`src/rtl/pwm_nivel.sv`:
```
// 16-step LED PWM driven by a 4-bit brightness level. The level is sampled once per period,
// and period_tick acts as the clock enable for the upstream level generator.
module pwm_nivel #(
    parameter int unsigned PRESC  = 4,
    parameter bit          INVERT = 1'b0
) (
    input  logic       clk,
    input  logic       rst,
    input  logic       en,
    input  logic [3:0] level,
    output logic       pwm_out,
    output logic       period_tick,
    output logic [3:0] duty_q,
    output logic [3:0] step_cnt
);

    localparam int unsigned     PW         = (PRESC > 1) ? $clog2(PRESC) : 1;
    localparam logic [PW-1:0]   PRESC_LAST = PW'(PRESC - 1);

    logic [PW-1:0] presc_q, presc_d;
    logic [3:0]    step_q, step_d;
    logic [3:0]    duty_d;
    logic          step_strobe;
    logic          wrap_evt;
    logic          raw_pwm;

    assign step_strobe = en && (presc_q == PRESC_LAST);
    assign wrap_evt    = step_strobe && (step_q == 4'hF);

    always_comb begin
        presc_d = presc_q;
        step_d  = step_q;
        duty_d  = duty_q;
        if (en) begin
            presc_d = step_strobe ? '0 : presc_q + 1'b1;
        end
        if (step_strobe) begin
            step_d = step_q + 4'd1;
        end
        // The level is captured only at the period boundary, so a period in progress never glitches.
        if (wrap_evt) begin
            duty_d = level;
        end
    end

    always_ff @(posedge clk) begin
        if (rst) begin
            presc_q <= '0;
            step_q  <= 4'd0;
            duty_q  <= 4'd0;
        end else begin
            presc_q <= presc_d;
            step_q  <= step_d;
            duty_q  <= duty_d;
        end
    end

    // Compare uses registers only; duty 15 tops out at 15/16 high by design.
    assign raw_pwm     = (step_q < duty_q);
    assign pwm_out     = raw_pwm ^ INVERT;
    assign period_tick = wrap_evt && !rst;
    assign step_cnt    = step_q;

endmodule

```
`config.mk`:
```
export PLATFORM = sky130hd
export DESIGN_NAME = pwm_nivel
export DESIGN_NICKNAME = d
export VERILOG_FILES = /design/src/rtl/pwm_nivel.sv
export SDC_FILE = /design/constraint.sdc
export NUM_CORES = 1
export LEC_CHECK = 0
export CAP_MARGIN = 20
export CORE_AREA = 2 2 39 41
export DETAILED_ROUTE_END_ITERATION = 8
export DIE_AREA = 0 0 41 43
export PLACE_DENSITY_LB_ADDON = 0.05
export SETUP_SLACK_MARGIN = 0.02
export SLEW_MARGIN = 5
export SYNTH_ARGS = -nofsm -noshare
export SYNTH_HDL_FRONTEND = slang
export SYNTH_SLANG_ARGS = --single-unit
```
`constraint.sdc`:
```
create_clock -name clk -period 1.6 [get_ports clk]
set_input_delay 0.32 -clock clk [delete_from_list [all_inputs] [get_ports clk]]
set_output_delay 0.32 -clock clk [all_outputs]
set_load 0.02 [all_outputs]
```
## After elaboration in Yosys (flattened, before gate mapping)

Index checks and enable logic that the tools add are counted.

| cells by class | value |
|---|---|
| reductions and logical operators | 4 |
| mux-type cells | 1 |
| $add $sub $neg | 2 |
| magnitude comparators | 1 |
| equality and inequality tests | 2 |

Operators with widths:

| kind | number |
|---|---|
| adder 4 x 1 -> 4 bit (second input constant) | 1 |
| == test 4 bit (second input constant) | 1 |
| less-than comparator 4 bit | 1 |
| logical AND 1 bit | 3 |
| adder 2 x 1 -> 2 bit (second input constant) | 1 |
| == test 2 bit (second input constant) | 1 |
| 2-to-1 mux 2 bit | 1 |
| zero test 1 bit | 1 |

| word-level totals | value |
|---|---|
| input port bits | 7 |
| flip-flop bits (word level) | 10 |
| word-level logic and storage cells | 13 |
| output and inout port bits | 10 |

## Logic depth before layout (Yosys ltp)

| logic depth | value |
|---|---|
| word-level depth | 4 |
| mapped depth | 4 |
| mapped depth without buffers | 4 |

## Least setup slack after synthesis

OpenSTA, ideal clock, no wires.

| path | value |
|---|---|
| path kind | flip-flop to output port |
| start | reg step_q[0], in the netlist step_cnt[0] |
| end | out period_tick |
| stages on the path, launching flop included | 4 |
| required time | 1.280 ns |
| slack | 0.003 ns |
| arrival time | 1.277 ns |
| path buffers | 0 |
| cell sequence | dfxtp_1 > ha_1 > nand3_1 > nor3_1 |

| on the way | value |
|---|---|
| cells in the longest elaborated chain, start to end | 3 |

Ends and longest elaborated chain:

| what | line | source |
|---|---|---|
| start: declaration | 21 | `logic [3:0] step_q, step_d;` |
| start signal: assignment | 53 | `step_q <= step_d;` |
| == test 4 bit | 28 | `assign wrap_evt = step_strobe && (step_q == 4'hF);` |
| logical AND 1 bit | 28 |  |
| logical AND 1 bit | 61 | `assign period_tick = wrap_evt && !rst;` |
| end: declaration | 12 | `output logic period_tick,` |

No other way between the ends.

## Worst setup path in the final report

| path | value |
|---|---|
| start | reg duty_q[1] |
| end | out pwm_out |

| on the way | value |
|---|---|
| cells in the longest elaborated chain, start to end | 1 |

Ends and longest elaborated chain:

| what | line | source |
|---|---|---|
| start: declaration | 13 | `output logic [3:0] duty_q,` |
| start signal: assignment | 54 | `duty_q <= duty_d;` |
| less-than comparator 4 bit | 59 | `assign raw_pwm = (step_q < duty_q);` |
| end: declaration | 11 | `output logic pwm_out,` |

No other way between the ends.

==> metrics list <==
- Run status: finished, final reports clean
- Routed wire per std cell: 10.8 um
- Synthesized netlist cell count: 57
- Height of the chip: ~43 um
- Library cell contributing the largest single delay on the critical path: dfxtp_2
- Post-route DRC violation count: 0
* Sequential fraction of the synthesis area: around two fifths
* Final hold vios: 0
- Type of the worst setup path: register to output port
- Crit path DAT: 1270 ps
- For this configuration, the core starts out at a cell density of roughly 37%.
- The Yosys step of the flow raised 0 warnings.
* Unrepaired setup endpoints after global routing: yes
- Post-synthesis net count: 69
- Placed instance count: 103
* IR Drop Worst-Case VDD: ~550 uV
* Ratio of total power to cell area: 621 mW/mm^2
- Share of the synthesized netlist area taken by xor and xnor gates: 3.41%
- In this run the static leakage power is 0.398 nW.
- Buffers inserted during post-CTS setup optimization: 0
* Vias in the first global route: 470
* Fin Clk Skew: 2.35 ps
- Tcrit/Tclk final: 99.1%
- Highest clock rate: 630 MHz
- The die covers 0.00176 mm^2.
- Total Negative Setup Slacks: 0 ps
- At the pin with the least slew margin, the transition time is 206 ps.
- Core area: 0.00138 mm^2
- Max_slew headroom: around 86%
- Worst-case hold slack: around 500 ps
- Counting flops and latches in the post-synthesis netlist gives 10.
- Critical Path Source Type: register
* Overall routing resource usage: around 16%
* Final setup fails: 0
- Count of antenna-violating nets left after detailed routing: 0
- The die is 41 um wide.
- Fraction of the mapped netlist area in adder cells: 12.2%
- After detailed routing, the number of vias per cell comes to 4.59.
* Drt first-iter violations: 5
- Register clock-pin slew on the reported worst setup and hold paths: 70 ps
* Max Cap Violations: 0
- Summing the areas of all compound-gate instances in the mapped netlist gives 6.33% of the synthesized area.
- Pre-Repair DR Iteration Count: 4
* Post-layout minimum cycle time: around 1600 ps
* Largest net degree at the start of global routing: 15
- CTS built an H-tree with a depth of 1.
* Final HPWL from detailed placement: 863 um
* CP endpoint kind: output port
- Row generation in the floorplan step produced 14 rows.
* Count of cell types in the netlist: 17
- From synthesis to final layout, the design area changed by 69.1%.
- For this design the top-level I/O count stands at 17.
- Overflow after GRT: 0
* Clock Tree Buf Depth: 2
- Measured against the total synthesized area, the mux share comes to 11.7%.
- Detailed routing inserted a total of 491 vias.
- Clock tree synthesis selected as its root buffer the cell clkbuf_4.
* Kind of path behind the tightest hold check: register to register
* Count of non-filler cells in the finished layout: 107
- For the worst setup path, the data required time is 1280 ps.
- Averaged over all synthesized cells, the footprint is 9.02 um^2.
- 0 antenna diodes ended up in the layout.
- Clk_lat worst skew: 260 ps
* Total CTS buffers: 3
- Fraction of final layout cells sized beyond drive strength 1: about two fifths
- Of the total synthesized cell area, the portion taken by AND, OR, NAND and NOR gates is 24.6%.
- For this run, the slowest stage of the critical path takes between 300 and 400 ps.
- CP max FO: 2
- After synthesis the cells add up to 514 um^2.
* Total power after layout: between 0.0005 and 0.0006 W
- Cell-by-cell trace of the critical path: inv_2 > ha_4 > a21oi_2 > o21a_1 > buf_6
- Max Slew Vio Count: 0
- Dominant combinational cell family by area after synthesis: simple AND/OR/NAND/NOR gates
- Clock tree sinks: 10
- In the final design database the tool counted 104 nets.
- Buffers on Ports: 16
- Placer congestion estimate: 0.666
* First-pass GRT wire length: 1900 um
- Initial antenna violation count: 0
* Clock tree from TritonCTS: built
- After detailed routing, the total wire length is 1150 um.
==> placed cells by master, fill, tap and decap left out <==
cell             synthesis  routed
or3_1                    1       1
inv_1                    3       1
a21oi_1                  4       3
ha_4                     0       2
dlygate4sd2_1            0       8
nand2b_1                 9       9
ha_1                     5       3
dfxtp_2                  0       6
inv_2                    0       2
clkbuf_8                 0       1
buf_6                    0       1
nor3_2                   0       1
nor2_1                   5       5
o21ai_0                  1       1
nand2_2                  1       1
a21oi_2                  0       1
clkbuf_4                 0       3
nand3_1                  4       4
dfxtp_1                 10       4
nor2_2                   1       1
xor2_1                   2       2
mux2i_1                  6       6
buf_4                    0      16
o21a_1                   1       1
nand2_1                  2       2
clkdlybuf4s50_1          0       6
==> state kept, by name, indices dropped and copies added (netlist names) <==
name      cells
presc_q       2
step_cnt      4
duty_q        4
==> layer usage <==
| metal | vias up | track usage, % | wire length, um |
|---|---|---|---|
| met5 | - | 0 | 0 |
| met2 | 7 | 24.1 | 555 |
| met4 | 0 | 8.00 | 11 |
| li1 | 260 | - | - |
| met3 | 2 | 3.14 | 40 |
| met1 | 222 | 20.3 | 544 |
==> worst paths after layout <==
| kind | slack, ps | depth (start not counted) | start | end |
|---|---|---|---|---|
| setup / recovery | 10 | 5 | duty_q[1] | pwm_out |
| hold / removal | 500 | 2 | presc_q[1] | presc_q[1] |
| setup reg to reg | 310 | 5 | presc_q[0] | step_cnt[3] |
| hold reg to reg | 500 | 2 | presc_q[1] | presc_q[1] |
==> power by group <==
part	switching (W)	total (W)	leakage, nW	internal [W]
logic	0.0000197	0.0000521	0.293	0.0000324
registers	0.00000264	0.000256	0.0840	0.000254
clock network	0.0000936	0.000232	0.0210	0.000138
==> worst max-delay path, delay by kind of cell (launching register included) <==
family                   cells  cell delay, ps
flip-flops                   1             330
adder cells (fa/ha/maj)      1             260
AO/OA/AOI/OAI                2             240
buffers and inverters        2             170
==> through the flow <==
step	instance area [um^2]	setup slack, ps	util [%]
after CTS	850	-48.8	61.4
after global placement	808	-369	58.4
after global routing	870	-44.8	62.8
final	870	13.7	62.8
after floorplan	519	110	-
after detailed placement	808	-386	58.4
==> cells in the mapped netlist <==
library cell | number | share of area (%)
nand2_1 | 2 | 1.5
xor2_1 | 2 | 3.4
nor2_1 | 5 | 3.7
nand2b_1 | 9 | 11
dfxtp_1 | 10 | 39
a21oi_1 | 4 | 3.9
nand3_1 | 4 | 3.9
o21ai_0 | 1 | 0.97
ha_1 | 5 | 12
clkbuf_1 | 1 | 0.73
nand2_2 | 1 | 1.2
nor3_1 | 1 | 0.97
o21a_1 | 1 | 1.5
nor2_2 | 1 | 1.2
inv_1 | 3 | 2.2
mux2i_1 | 6 | 12
or3_1 | 1 | 1.2
==> cells by family (layout without fill, tap and decap cells) <==
kind of cell	after synthesis	count (layout)
and+or+nand+nor	24	24
DFF	10	10
AOI/OAI and AO/OA	6	6
muxes	6	6
adders and majority gates	5	5
buffers and inverters	4	38
xor gates and xnor gates	2	2
==> what timing repair did <==
item | CTS | global route
gates resized for setup | 23 | 7
setup endpoints to repair | 10 | 2
hold buffers | 0 | 0
pin swaps | 3 | 3
==> cell type report <==
class                      count  area [um^2]
multi-input combinational     43          333
tap                           16         20.0
inverter                       3         11.3
fill                         125          514
sequential                    10          208
timing repair buffer          31          262
clock buffer                   4         36.3
No activity file was read; power rests on OpenSTA's default activity.
